**src/rtl/alu_issue_stage.sv**
```systemverilog
// -----------------------------------------------------------------------------
// alu_issue_stage
//
// Purpose:
//   Operand-issue and result-capture stage wrapped around a 32-bit
//   combinational ALU. One operation is accepted at a time over a valid/ready
//   handshake. Its operands and opcode are registered onto the ALU inputs and
//   held for SETTLE_CYCLES clocks, so the ripple chain inside the ALU can
//   resolve. The ALU result, its overflow bit and a derived zero flag are then
//   captured. They are presented to the consumer over a second valid/ready
//   handshake.
//
// Parameters:
//   SETTLE_CYCLES  clocks the operands are held before sampling (1..255)
//
// Ports:
//   clk            rising-edge clock
//   rst_n          asynchronous active-low reset
//   in_valid       upstream has an operation
//   in_ready       stage can accept an operation this cycle
//   in_op/a/b      opcode and operands from upstream
//   alu_op/a/b     registered opcode/operands driven to the ALU
//   alu_result     ALU result (combinational, settles over several cycles)
//   alu_overflow   ALU overflow
//   out_valid      captured result is available
//   out_ready      consumer takes the result this cycle
//   out_result     captured result
//   out_overflow   captured overflow
//   out_zero       captured result equals zero
// -----------------------------------------------------------------------------
module alu_issue_stage #(
   parameter int unsigned SETTLE_CYCLES = 4
) (
   input  logic        clk,
   input  logic        rst_n,
   input  logic        in_valid,
   output logic        in_ready,
   input  logic [2:0]  in_op,
   input  logic [31:0] in_a,
   input  logic [31:0] in_b,
   output logic [2:0]  alu_op,
   output logic [31:0] alu_a,
   output logic [31:0] alu_b,
   input  logic [31:0] alu_result,
   input  logic        alu_overflow,
   output logic        out_valid,
   input  logic        out_ready,
   output logic [31:0] out_result,
   output logic        out_overflow,
   output logic        out_zero
);

   // Counter reload value: the SETTLE state lasts cnt+1 cycles.
   localparam logic [7:0] CNT_INIT = 8'(SETTLE_CYCLES - 32'd1);

   typedef enum logic [1:0] {
      S_IDLE   = 2'd0,
      S_SETTLE = 2'd1,
      S_HOLD   = 2'd2
   } state_t;

   // Zero detect on a captured ALU word.
   function automatic logic is_zero(input logic [31:0] value);
      return (value == 32'h0000_0000);
   endfunction

   state_t      state_q, state_d;
   logic [7:0]  cnt_q, cnt_d;
   logic [2:0]  op_q;
   logic [31:0] a_q, b_q;
   logic        out_valid_q, out_valid_d;
   logic [31:0] out_result_q;
   logic        out_overflow_q;
   logic        out_zero_q;

   logic        in_ready_s;
   logic        accept_s;
   logic        load_s;
   logic        capture_s;

   // Ready is gated by rst_n, so nothing is accepted while the stage is in reset.
   // HOLD with out_ready lets a new operation enter on the same edge that the
   // result leaves. This avoids a bubble cycle.
   always_comb begin
      in_ready_s = rst_n & ((state_q == S_IDLE) | ((state_q == S_HOLD) & out_ready));
      accept_s   = in_valid & in_ready_s;
   end

   // Next-state, settle counter and handshake control.
   always_comb begin
      state_d     = state_q;
      cnt_d       = cnt_q;
      out_valid_d = out_valid_q;
      load_s      = 1'b0;
      capture_s   = 1'b0;
      case (state_q)
         S_IDLE: begin
            if (accept_s) begin
               load_s  = 1'b1;
               cnt_d   = CNT_INIT;
               state_d = S_SETTLE;
            end else begin
               state_d = S_IDLE;
            end
         end
         S_SETTLE: begin
            if (cnt_q != 8'd0) begin
               cnt_d = cnt_q - 8'd1;
            end else begin
               capture_s   = 1'b1;
               out_valid_d = 1'b1;
               state_d     = S_HOLD;
            end
         end
         S_HOLD: begin
            if (out_ready) begin
               out_valid_d = 1'b0;
               if (accept_s) begin
                  load_s  = 1'b1;
                  cnt_d   = CNT_INIT;
                  state_d = S_SETTLE;
               end else begin
                  state_d = S_IDLE;
               end
            end else begin
               state_d = S_HOLD;
            end
         end
         default: begin
            state_d     = S_IDLE;
            cnt_d       = 8'd0;
            out_valid_d = 1'b0;
         end
      endcase
   end

   // State, counter and output-valid registers.
   always_ff @(posedge clk or negedge rst_n) begin
      if (!rst_n) begin
         state_q     <= S_IDLE;
         cnt_q       <= 8'd0;
         out_valid_q <= 1'b0;
      end else begin
         state_q     <= state_d;
         cnt_q       <= cnt_d;
         out_valid_q <= out_valid_d;
      end
   end

   // Operand registers that feed the ALU. They change only on accept.
   always_ff @(posedge clk or negedge rst_n) begin
      if (!rst_n) begin
         op_q <= 3'd0;
         a_q  <= 32'h0000_0000;
         b_q  <= 32'h0000_0000;
      end else if (load_s) begin
         op_q <= in_op;
         a_q  <= in_a;
         b_q  <= in_b;
      end else begin
         op_q <= op_q;
         a_q  <= a_q;
         b_q  <= b_q;
      end
   end

   // Result registers. They change only on capture and keep their value after the handshake.
   always_ff @(posedge clk or negedge rst_n) begin
      if (!rst_n) begin
         out_result_q   <= 32'h0000_0000;
         out_overflow_q <= 1'b0;
         out_zero_q     <= 1'b0;
      end else if (capture_s) begin
         out_result_q   <= alu_result;
         out_overflow_q <= alu_overflow;
         out_zero_q     <= is_zero(alu_result);
      end else begin
         out_result_q   <= out_result_q;
         out_overflow_q <= out_overflow_q;
         out_zero_q     <= out_zero_q;
      end
   end

   assign in_ready     = in_ready_s;
   assign alu_op       = op_q;
   assign alu_a        = a_q;
   assign alu_b        = b_q;
   assign out_valid    = out_valid_q;
   assign out_result   = out_result_q;
   assign out_overflow = out_overflow_q;
   assign out_zero     = out_zero_q;

endmodule

```
**config.mk**
```make
export PLATFORM = sky130hd
export DESIGN_NAME = alu_issue_stage
export DESIGN_NICKNAME = d
export VERILOG_FILES = /design/src/rtl/alu_issue_stage.sv
export SDC_FILE = /design/constraint.sdc
export NUM_CORES = 1
export LEC_CHECK = 0
export BUFFER_PORTS_ARGS = -buffer_cell sky130_fd_sc_hd__clkbuf_2
export CAP_MARGIN = 40
export CORE_MARGIN = 4
export CORE_UTILIZATION = 45
export CTS_CLUSTER_SIZE = 30
export DETAILED_ROUTE_END_ITERATION = 8
export PLACE_DENSITY_LB_ADDON = 0.12
export SLEW_MARGIN = 10
export SYNTH_ARGS = -nofsm -noshare
export SYNTH_HDL_FRONTEND = slang
export SYNTH_SLANG_ARGS = --single-unit
```
**constraint.sdc**
```tcl
create_clock -name clk -period 3.5 [get_ports clk]
set_input_delay 0.7 -clock clk [delete_from_list [all_inputs] [get_ports clk]]
set_output_delay 0.7 -clock clk [all_outputs]
set_load 0.02 [all_outputs]
```
# --- After elaboration in Yosys (flattened, before gate mapping) ---
# Cells that the tools add are included.
# W data, S select, Z words.
totals:
  wordCells: 41
  out_inout_bits: 103
  in_bits: 104
  reg_bits: 112
op_classes:
  eq_ne: 5
  bitwise_logic: 5
  n_reduce_logical: 5
  muxes: 16
  add_sub_neg: 1
op_table:
  columns: ["operator", "count"]
  rows:
  - ["$logic_not A32 Y1", 1]
  - ["$mux W8", 3]
  - ["$pmux W8 S3", 1]
  - ["$reduce_bool A8 Y1", 1]
  - ["$sub A8 B1 Y8 const B", 1]
  - ["$mux W1", 7]
  - ["$ne A2 B2 Y1 const B", 3]
  - ["$pmux W2 S3", 1]
  - ["$mux W2", 2]
  - ["$and A1 B1 Y1", 3]
  - ["$pmux W1 S3", 1]
  - ["$reduce_and A3 Y1", 1]
  - ["$eq A2 B1 Y1 const B", 1]
  - ["$eq A2 B2 Y1 const B", 1]
  - ["$logic_not A2 Y1", 1]
  - ["$pmux W1 S2", 1]
  - ["$reduce_and A2 Y1", 1]
  - ["$not A1 Y1", 1]
  - ["$or A1 B1 Y1", 1]

# --- Logic depth before layout (Yosys ltp) ---
# Gate-level depths: netlist of the first run.
depth:
  depth_word: 8
  ltp_mapped: 8
  ltp_nobuf: 6

# --- Least setup slack after synthesis of the first run ---
# Ideal clock, no wire load.
synth_path:
  path_type: "input port to flip-flop"
  startpoint: "input port out_ready"
  endpoint: "register b_q[12] (netlist: alu_b[12])"
  path_buffers: 2
  path_stages: 6
  arrival_time_ps: 1952
  t_required_ps: 3375
  path_slack_ps: 1424
  setup_time_ps: 125
  cell_sequence: "nand2b_1 -> and3b_1 -> nand2_1 -> buf_2 -> buf_4 -> mux2_2"
synth_via:
  elab_chain_len: 7
synth_rtl:
  columns: ["item", "line", "rtl"]
  rows:
  - ["start, declared", "47", "input logic out_ready,"]
  - ["$and A1 B1 Y1 (*)", "85", "in_ready_s = rst_n & ((state_q == S_IDLE) | ((state_q == S_HOLD) & out_ready));"]
  - ["$or A1 B1 Y1 (*)", "85", null]
  - ["$and A1 B1 Y1 (*)", "85", null]
  - ["via in_ready", "37", "output logic in_ready,"]
  - ["$and A1 B1 Y1 (*)", "86", "accept_s = in_valid & in_ready_s;"]
  - ["$mux W1 (*)", "98, 118", null]
  - ["$mux W1", "116", "if (out_ready) begin"]
  - ["$pmux W1 S2 (*)", "96", "case (state_q)"]
  - ["end signal, assigned", "159", "b_q <= in_b;"]
  - ["end signal, assigned", "163", "b_q <= b_q;"]
  - ["end, declared", "70", "logic [31:0] a_q, b_q;"]
# The timed path passes the listed nets; every way through them passes the cells marked *.
# A chain may end at the register's enable or synchronous reset.

# --- Final worst setup path of the first run ---
layout_path:
  startpoint: "register cnt_q[0]"
  endpoint: "register out_result_q[1] (netlist: out_result[1])"
layout_via:
  elab_chain_len: 3
layout_rtl:
  columns: ["item", "line", "rtl"]
  rows:
  - ["start, declared", "68", "logic [7:0] cnt_q, cnt_d;"]
  - ["start signal, assigned", "145", "cnt_q <= cnt_d;"]
  - ["$reduce_bool A8 Y1", "107", "if (cnt_q != 8'd0) begin"]
  - ["$mux W1", "107", null]
  - ["$mux W1", "96", null]
  - ["end signal, assigned", "174", "out_result_q <= alu_result;"]
  - ["end signal, assigned", "178", "out_result_q <= out_result_q;"]
  - ["end, declared", "72", "logic [31:0] out_result_q;"]
# Every way passes these cells.

==> results of run 1 <==
## synth_stat cells, types with 3 or more instances
cell,number
inv_1,4
mux2_2,85
buf_2,7
nor4_1,9
nand3_1,3
nor2_1,4
mux2_4,15
a21oi_1,7
a31oi_1,5
o21ai_0,5
nand2_1,13
dfrtp_1,112
buf_6,3
## per-stage QoR
step / cells / total power, W / hold slack (ns)
floorplan: 293 / 0.00403 / 0.404
global placement: 624 / 0.00490 / 0.462
detailed placement: 625 / 0.00498 / 0.465
CTS: 641 / 0.00571 / 0.112
global route: 641 / 0.00601 / 0.111
finish: 641 / 0.00563 / 0.140
## cell type report
type,count,area (µm²),area share (%)
inverters,4,15.0,0.256
clock buffers,12,155,2.64
well taps,133,166,2.84
clock inverters,4,28.8,0.491
repair buffers,211,1100,18.8
flip-flops and latches,112,2800,47.8
multi-input cells,165,1600,27.2
## flip-flops by register name, indices dropped and copies added (netlist names)
register	cells
alu_a	32
alu_b	32
out_result	32
cnt_q	8
alu_op	3
state_q	2
out_overflow	1
out_valid	1
out_zero	1
## final timing paths
path                            depth (start not counted)                        end  slack (ns)            startpoint
worst max register to register                          7  out_result[1]$_DFFE_PN0P_        1.24  cnt_q[0]$_DFFE_PN0P_
worst min register to register                          2       out_zero$_DFFE_PN0P_        0.49  out_zero$_DFFE_PN0P_
min in group clk                                        2       out_zero$_DFFE_PN0P_        0.49  out_zero$_DFFE_PN0P_
max in group asynchronous                               3       alu_a[9]$_DFFE_PN0P_        1.81                 rst_n
worst max-delay path                                    7  out_result[1]$_DFFE_PN0P_        1.24  cnt_q[0]$_DFFE_PN0P_
worst min-delay path                                    1     state_q[0]$_DFFE_PN0P_        0.14                 rst_n
## placed cells by master, fill, tap and decap left out, drive strengths merged
cell        n
mux2i       1
dfrtp     112
ha          2
or2         1
o41ai       1
inv         4
mux2      100
o21ai       5
nand4       2
and3b       1
nand3       3
nor2        4
clkbuf    217
clkinv      2
a211oi      1
o31ai       1
nand2b      2
buf         6
a21oi       8
o31a        1
o21a        1
nor4        9
nor3        1
nand3b      1
nor4b       1
a31oi       5
nand2      13
a31o        1
clkinvlp    2
## power groups by stage
| stage | registers [W] | clock network [W] | logic, W |
|---|---|---|---|
| floorplan | 0.00305 | 0 | 0.000981 |
| global placement | 0.00232 | 0 | 0.00259 |
| detailed placement | 0.00235 | 0 | 0.00263 |
| CTS | 0.00232 | 0.000752 | 0.00263 |
| global route | 0.00240 | 0.000809 | 0.00280 |
| finish | 0.00231 | 0.000719 | 0.00260 |
## kinds of logic after synthesis
logic type,synth area share [%]
flops,62.4
simple gates,5.04
buf+inv,2.20
mux,26.5
compound gates,3.31
fa+ha+maj,0.557
## worst max-delay path: stages (launching register included)
cell and delay (ns):
dfrtp_1 0.41, inv_1 0.11, ha_1 0.15, nor4b_4 0.33
nand3b_2 0.38, buf_16 0.30, buf_4 0.18, mux2_2 0.27
## per-layer routing
layer	vias to the layer above	part of all wire (%)	GRT usage (%)
met5	-	0	0
li1	1465	-	-
met4	0	1.4	5.41
met3	13	8.9	8.18
met2	113	52	30.3
met1	1523	37	20.7
==> results.md, run 1 <==
* Nets at 609
* Clock Power Share at 12.8%
* Via Count at 3,114
* Final instance area at 5870 µm²
* Switching power share of the total at 40.2%
* Insertion delay to the later sink of the worst-skew pair at 0.38 ns
* Max-slew violation count at 0
* # hold bufs at CTS at 0
* Vias per cell at 4.86
* H-Tree Depth at 3
* Iteration-0 DRC Markers at 103
* HPWL Detailed at 7730 µm
* Total GRT Usage at 18.0%
* Synth Instances at 293
* Critical Path RT at 3.76 ns
* Clk buf depth at 2
* Max-cap violations at 0
* Die height at 108 µm
* Wirelength per Cell at 15.7 µm
* Data arrival, critical path at 2.52 ns
* Die Width at 108 µm
* Synth area leader: dfrtp_1
* ANT nets after route at 0
* Yosys cell types at 30
* Synth top area share at 62.4%
* Fin Setup TNS at 0 ns
* Setup bufs post-CTS at 0
* Root Buffer: clkbuf_8
* GRT Residual Overflow at 0
* Drt first pass iters at 4
* FMAX at 442 MHz
* Share of cells above drive strength 1 at 65.6%
* Placement Cell Area at 5680 µm²
* Hold Vio Cnt, Final at 0
* Final WL at 10,100 µm
* Layout fillers at 819
* DR DRC count at 0
* Ports at 207
* Avg Inst Size Synth at 15.3 µm²
* Synth Cell Area at 4490 µm²
* Syn_nets at 399
* Sequential-to-total area share from yosys stat at 62.4%
* Yosys reg bits at 112
* Tmin final at 2.26 ns
* Antenna Diode Count at 0
* Place WS at 1.24 ns
* Synth-to-Final Area Change at 30.5%
* Post-synth EDFFs at 0
* Status: finished clean
* Initial antenna violation count at 0
* Initial Util at 46.2%
* Die ar. at 11,700 µm²
* Final setup vio count at 0
* Comb pwr share at 46.1%
* Max-slew headroom at 45.6%
* Synth Flop Type: dfrtp_1
* CTS tree: built
* Clk sinks at 112
* WS Path Type: reg -> reg
* Synth top area cells: dfrtp_1 (62%), mux2_2 (21%), mux2_4 (5.0%)
* Sw Pwr at 0.00226 W
* PnR worst setup slack at 1.24 ns
* Post-CTS resize count at 0
* Seq pwr share at 41.1%
* Worst slew pin tran at 0.808 ns
* Pwr dens at 960 nW/µm²
* RSZ-0062 raised after global routing: false
* Cts bufs inserted at 9
* Critical Path End Type: register
* Final Cycle Share at 64.6%
* Worst setup SP type: register
* Number of global-route vias before repair at 3,337
* Largest net degree at the start of global routing at 69
* Synth Warn # at 0
* I/O Buffers at 206
* Leak Pwr at 2.98 nW
* First-pass GRT wire length at 16,100 µm
* VDD IR max at 0.577 mV
* Fin util at 60.3%
* # rows at 36
* Ys async rst share at 100%
* CP max FO at 22
* Hold WC Path Type: in -> async
* Area of the core at 9730 µm²
* RePlAce Congestion at 0.809
* Final Skew at 0.0102 ns
* CTS clk-pin slew, worst paths at 0.09 ns
* Internal power at 0.00337 W
No activity file was read; power rests on OpenSTA's default activity.
==> run 2, diff against run 1 <==
Settings changed: CORE_UTILIZATION 45 to 42.
Clock period 3.5 ns to 2.01 ns, I/O delays scaled along.
==> run 2 against run 1 <==
  * Final cell count increased by 0.47%
  * Global-route usage decreased by 0.37 points
  * Clock power increased by 66%
  * Sequential cell count unchanged
  * Total power increased by 74%
  * Clock skew decreased by 0.0043 ns
  * Sequential share of layout area about the same
  * Register-to-register slack got worse by 1.1 ns
  * Critical path type is now in -> out
  * Utilization decreased by 3.7 points
  * Critical path depth decreased by 3
  * Worst setup slack got worse by 1.2 ns
  * Worst hold slack improved by 0.10 ns
  * Critical endpoint is now in_ready
==> results.md, run 2 (synthesis results as in run 1) <==
* GRT Residual Overflow at 0 (unchanged)
* CP startpoint: rst_n
* Switching power share of the total at 40.1% (-0.044 points)
* Insertion delay to the later sink of the worst-skew pair at 0.38 ns (about the same)
* WS Path Type: in -> out
* Area of the core at 10,400 µm² (+6.6%)
* Largest net degree at the start of global routing at 56 (-19%)
* CTS tree: built
* Max-slew violation count at 0 (unchanged)
* Commonest non-fill, non-tap cell in the layout: clkbuf_2
* Placed Cells at 630 (+0.80%)
* Initial Util at 43.3% (-2.9 points)
* Nets at 612 (+0.49%)
* Antenna Diode Count at 0 (unchanged)
* Layout fillers at 931 (+14%)
* I/O Buffers at 206 (unchanged)
* Die Width at 111 µm (+3.3%)
* Comb pwr share at 46.5% (+0.4 points)
* Clk buf depth at 2 (unchanged)
* Place WS at 0.128 ns (-1.11 ns)
* Critical Path End Type: primary output
* Most frequent cells in the layout: clkbuf_2 (205), dfrtp_1 (112), mux2_2 (85), mux2_4 (15), nand2_1 (12)
* Final Skew at 0.00594 ns (-0.00427 ns)
* Initial antenna violation count at 0 (unchanged)
* Iteration-0 DRC Markers at 70 (-32%)
* Die ar. at 12,400 µm² (+6.6%)
* Share of cells above drive strength 1 at 65.4% (-0.20 points)
* WHS Path Cells at 2
* Worst flop-to-flop path startpoint: cnt_q[0]$_DFFE_PN0P_
* R2R setup slack at 0.13 ns (-1.11 ns)
* Final non-filler cell total at 644 (+0.47%)
* RSZ-0062 raised after global routing: false
* Clk sinks at 112 (unchanged)
* Critical Path RT at 1.61 ns (-2.15 ns)
* CTS clk-pin slew, worst paths at 0.09 ns (about the same)
* Global Route met3 Usage at 9.40% (+1.2 points)
* DR DRC count at 0 (unchanged)
* Root Buffer: clkbuf_8
* Max-cap violations at 0 (unchanged)
* VDD IR max at 1.09 mV (+89%)
* Die height at 111 µm (+3.3%)
* Final setup vio count at 0 (unchanged)
* CP max FO at 12 (-45%)
* First-pass GRT wire length at 17,500 µm (+8.1%)
* Clock Power Share at 12.1% (-0.7 points)
* FMAX at 519 MHz
* Hold path start: in_a[31]
* Via Count at 3,117 (+0.096%)
* Ports at 207 (unchanged)
* Max-slew headroom at 53.8% (+8.1 points)
* Post-CTS resize count at 0 (unchanged)
* # rows at 37 (+2.8%)
* Cts bufs inserted at 9 (unchanged)
* Worst slew pin tran at 0.694 ns (-0.115 ns)
* Hold Vio Cnt, Final at 0 (unchanged)
* Worst setup SP type: input port
* Gr busiest metal: met2
* Hold WC Path Type: in -> reg
* Vias per cell at 4.84 (-0.37%)
* Tmin final at 1.93 ns
* H-Tree Depth at 3 (unchanged)
* PnR worst setup slack at 0.0846 ns (-1.15 ns)
* Sw Pwr at 0.00394 W (+74%)
* ANT nets after route at 0 (unchanged)
* Final WL at 10,400 µm (+3.7%)
* Data arrival, critical path at 1.52 ns (-1.00 ns)
* Total GRT Usage at 17.6% (-0.37 points)
* Status: finished clean
* Wirelength per Cell at 16.2 µm (+3.2%)
* Seq pwr share at 41.3% (+0.2 points)
* Number of global-route vias before repair at 3,499 (+4.9%)
* Met2 usage at 30.7% (+0.40 points)
* Synth-to-Final Area Change at 30.5% (about the same)
* HPWL Detailed at 8110 µm (+4.9%)
* Reg2Reg Depth at 6 (-1)
* Pwr dens at 1670 nW/µm² (+74%)
* Leak Pwr at 2.99 nW (+0.23%)
* Internal power at 0.00587 W (+74%)
* GR Util met1 at 18.6% (-2.0 points)
* RePlAce Congestion at 0.774 (-4.3%)
* Fin Setup TNS at 0 ns (unchanged)
* Final Cycle Share at 95.8%
* Drt first pass iters at 4 (unchanged)
## run 2: cell count changes in the layout (fill, tap and decap cells not counted), sizes merged
cell	previous run	this run
buf	6	8
clkinv	2	1
dlygate4sd3	0	1
clkinvlp	2	0
## run 2: power by group through the flow
stage	combinational (W)	clock (W)	sequential, W
after floorplan	0.00171	0	0.00531
after CTS	0.00465	0.00125	0.00407
final	0.00457	0.00119	0.00405
after detailed placement	0.00465	0	0.00410
after global placement	0.00456	0	0.00404
after global routing	0.00492	0.00135	0.00421
## run 2: timing repair
action                                 4_1_cts  5_1_grt
hold buffers                                 1        0
setup buffers                                0        0
endpoints found under the hold margin        7        0
## run 2: critical path, stage by stage
cell and delay, ns:
dlygate4sd3_1 0.53, buf_4 0.20, and3b_1 0.21, clkbuf_2 0.18
## run 2: area by class of cell
| class | count | area [µm²] | share of cell area (%) |
|---|---|---|---|
| clock buffer | 12 | 155 | 2.65 |
| tap | 136 | 170 | 2.90 |
| timing repair buffer | 214 | 1120 | 19.1 |
| sequential | 112 | 2800 | 47.8 |
| multi-input combinational | 165 | 1600 | 27.2 |
| inverter | 4 | 15.0 | 0.256 |
| clock inverter | 1 | 5.00 | 0.0853 |
## run 2: worst paths after layout
path / to
worst max register to register: out_result[28]$_DFFE_PN0P_
worst max-delay path: in_ready
worst min register to register: out_zero$_DFFE_PN0P_
worst min-delay path: alu_a[31]$_DFFE_PN0P_
max in group asynchronous: alu_a[0]$_DFFE_PN0P_
min in group asynchronous: out_valid$_DFFE_PN0P_
## run 2: metal layers
metal  wire, µm  up-vias
met4        146        0
li1           -     1461
met3       1000       11
met5          0        -
met2       5490      104
met1       3800     1541
## run 2: stage by stage
stage / instance area [µm²] / hold slack [ns] / utilization, % / total power [W]
floorplan: 4490 / 0.106 / - / 0.00702
global placement: 5690 / 0.242 / 54.9 / 0.00860
detailed placement: 5690 / 0.241 / 54.9 / 0.00875
CTS: 5860 / 0.218 / 56.6 / 0.00996
global route: 5860 / 0.207 / 56.6 / 0.0105
finish: 5860 / 0.243 / 56.6 / 0.00981
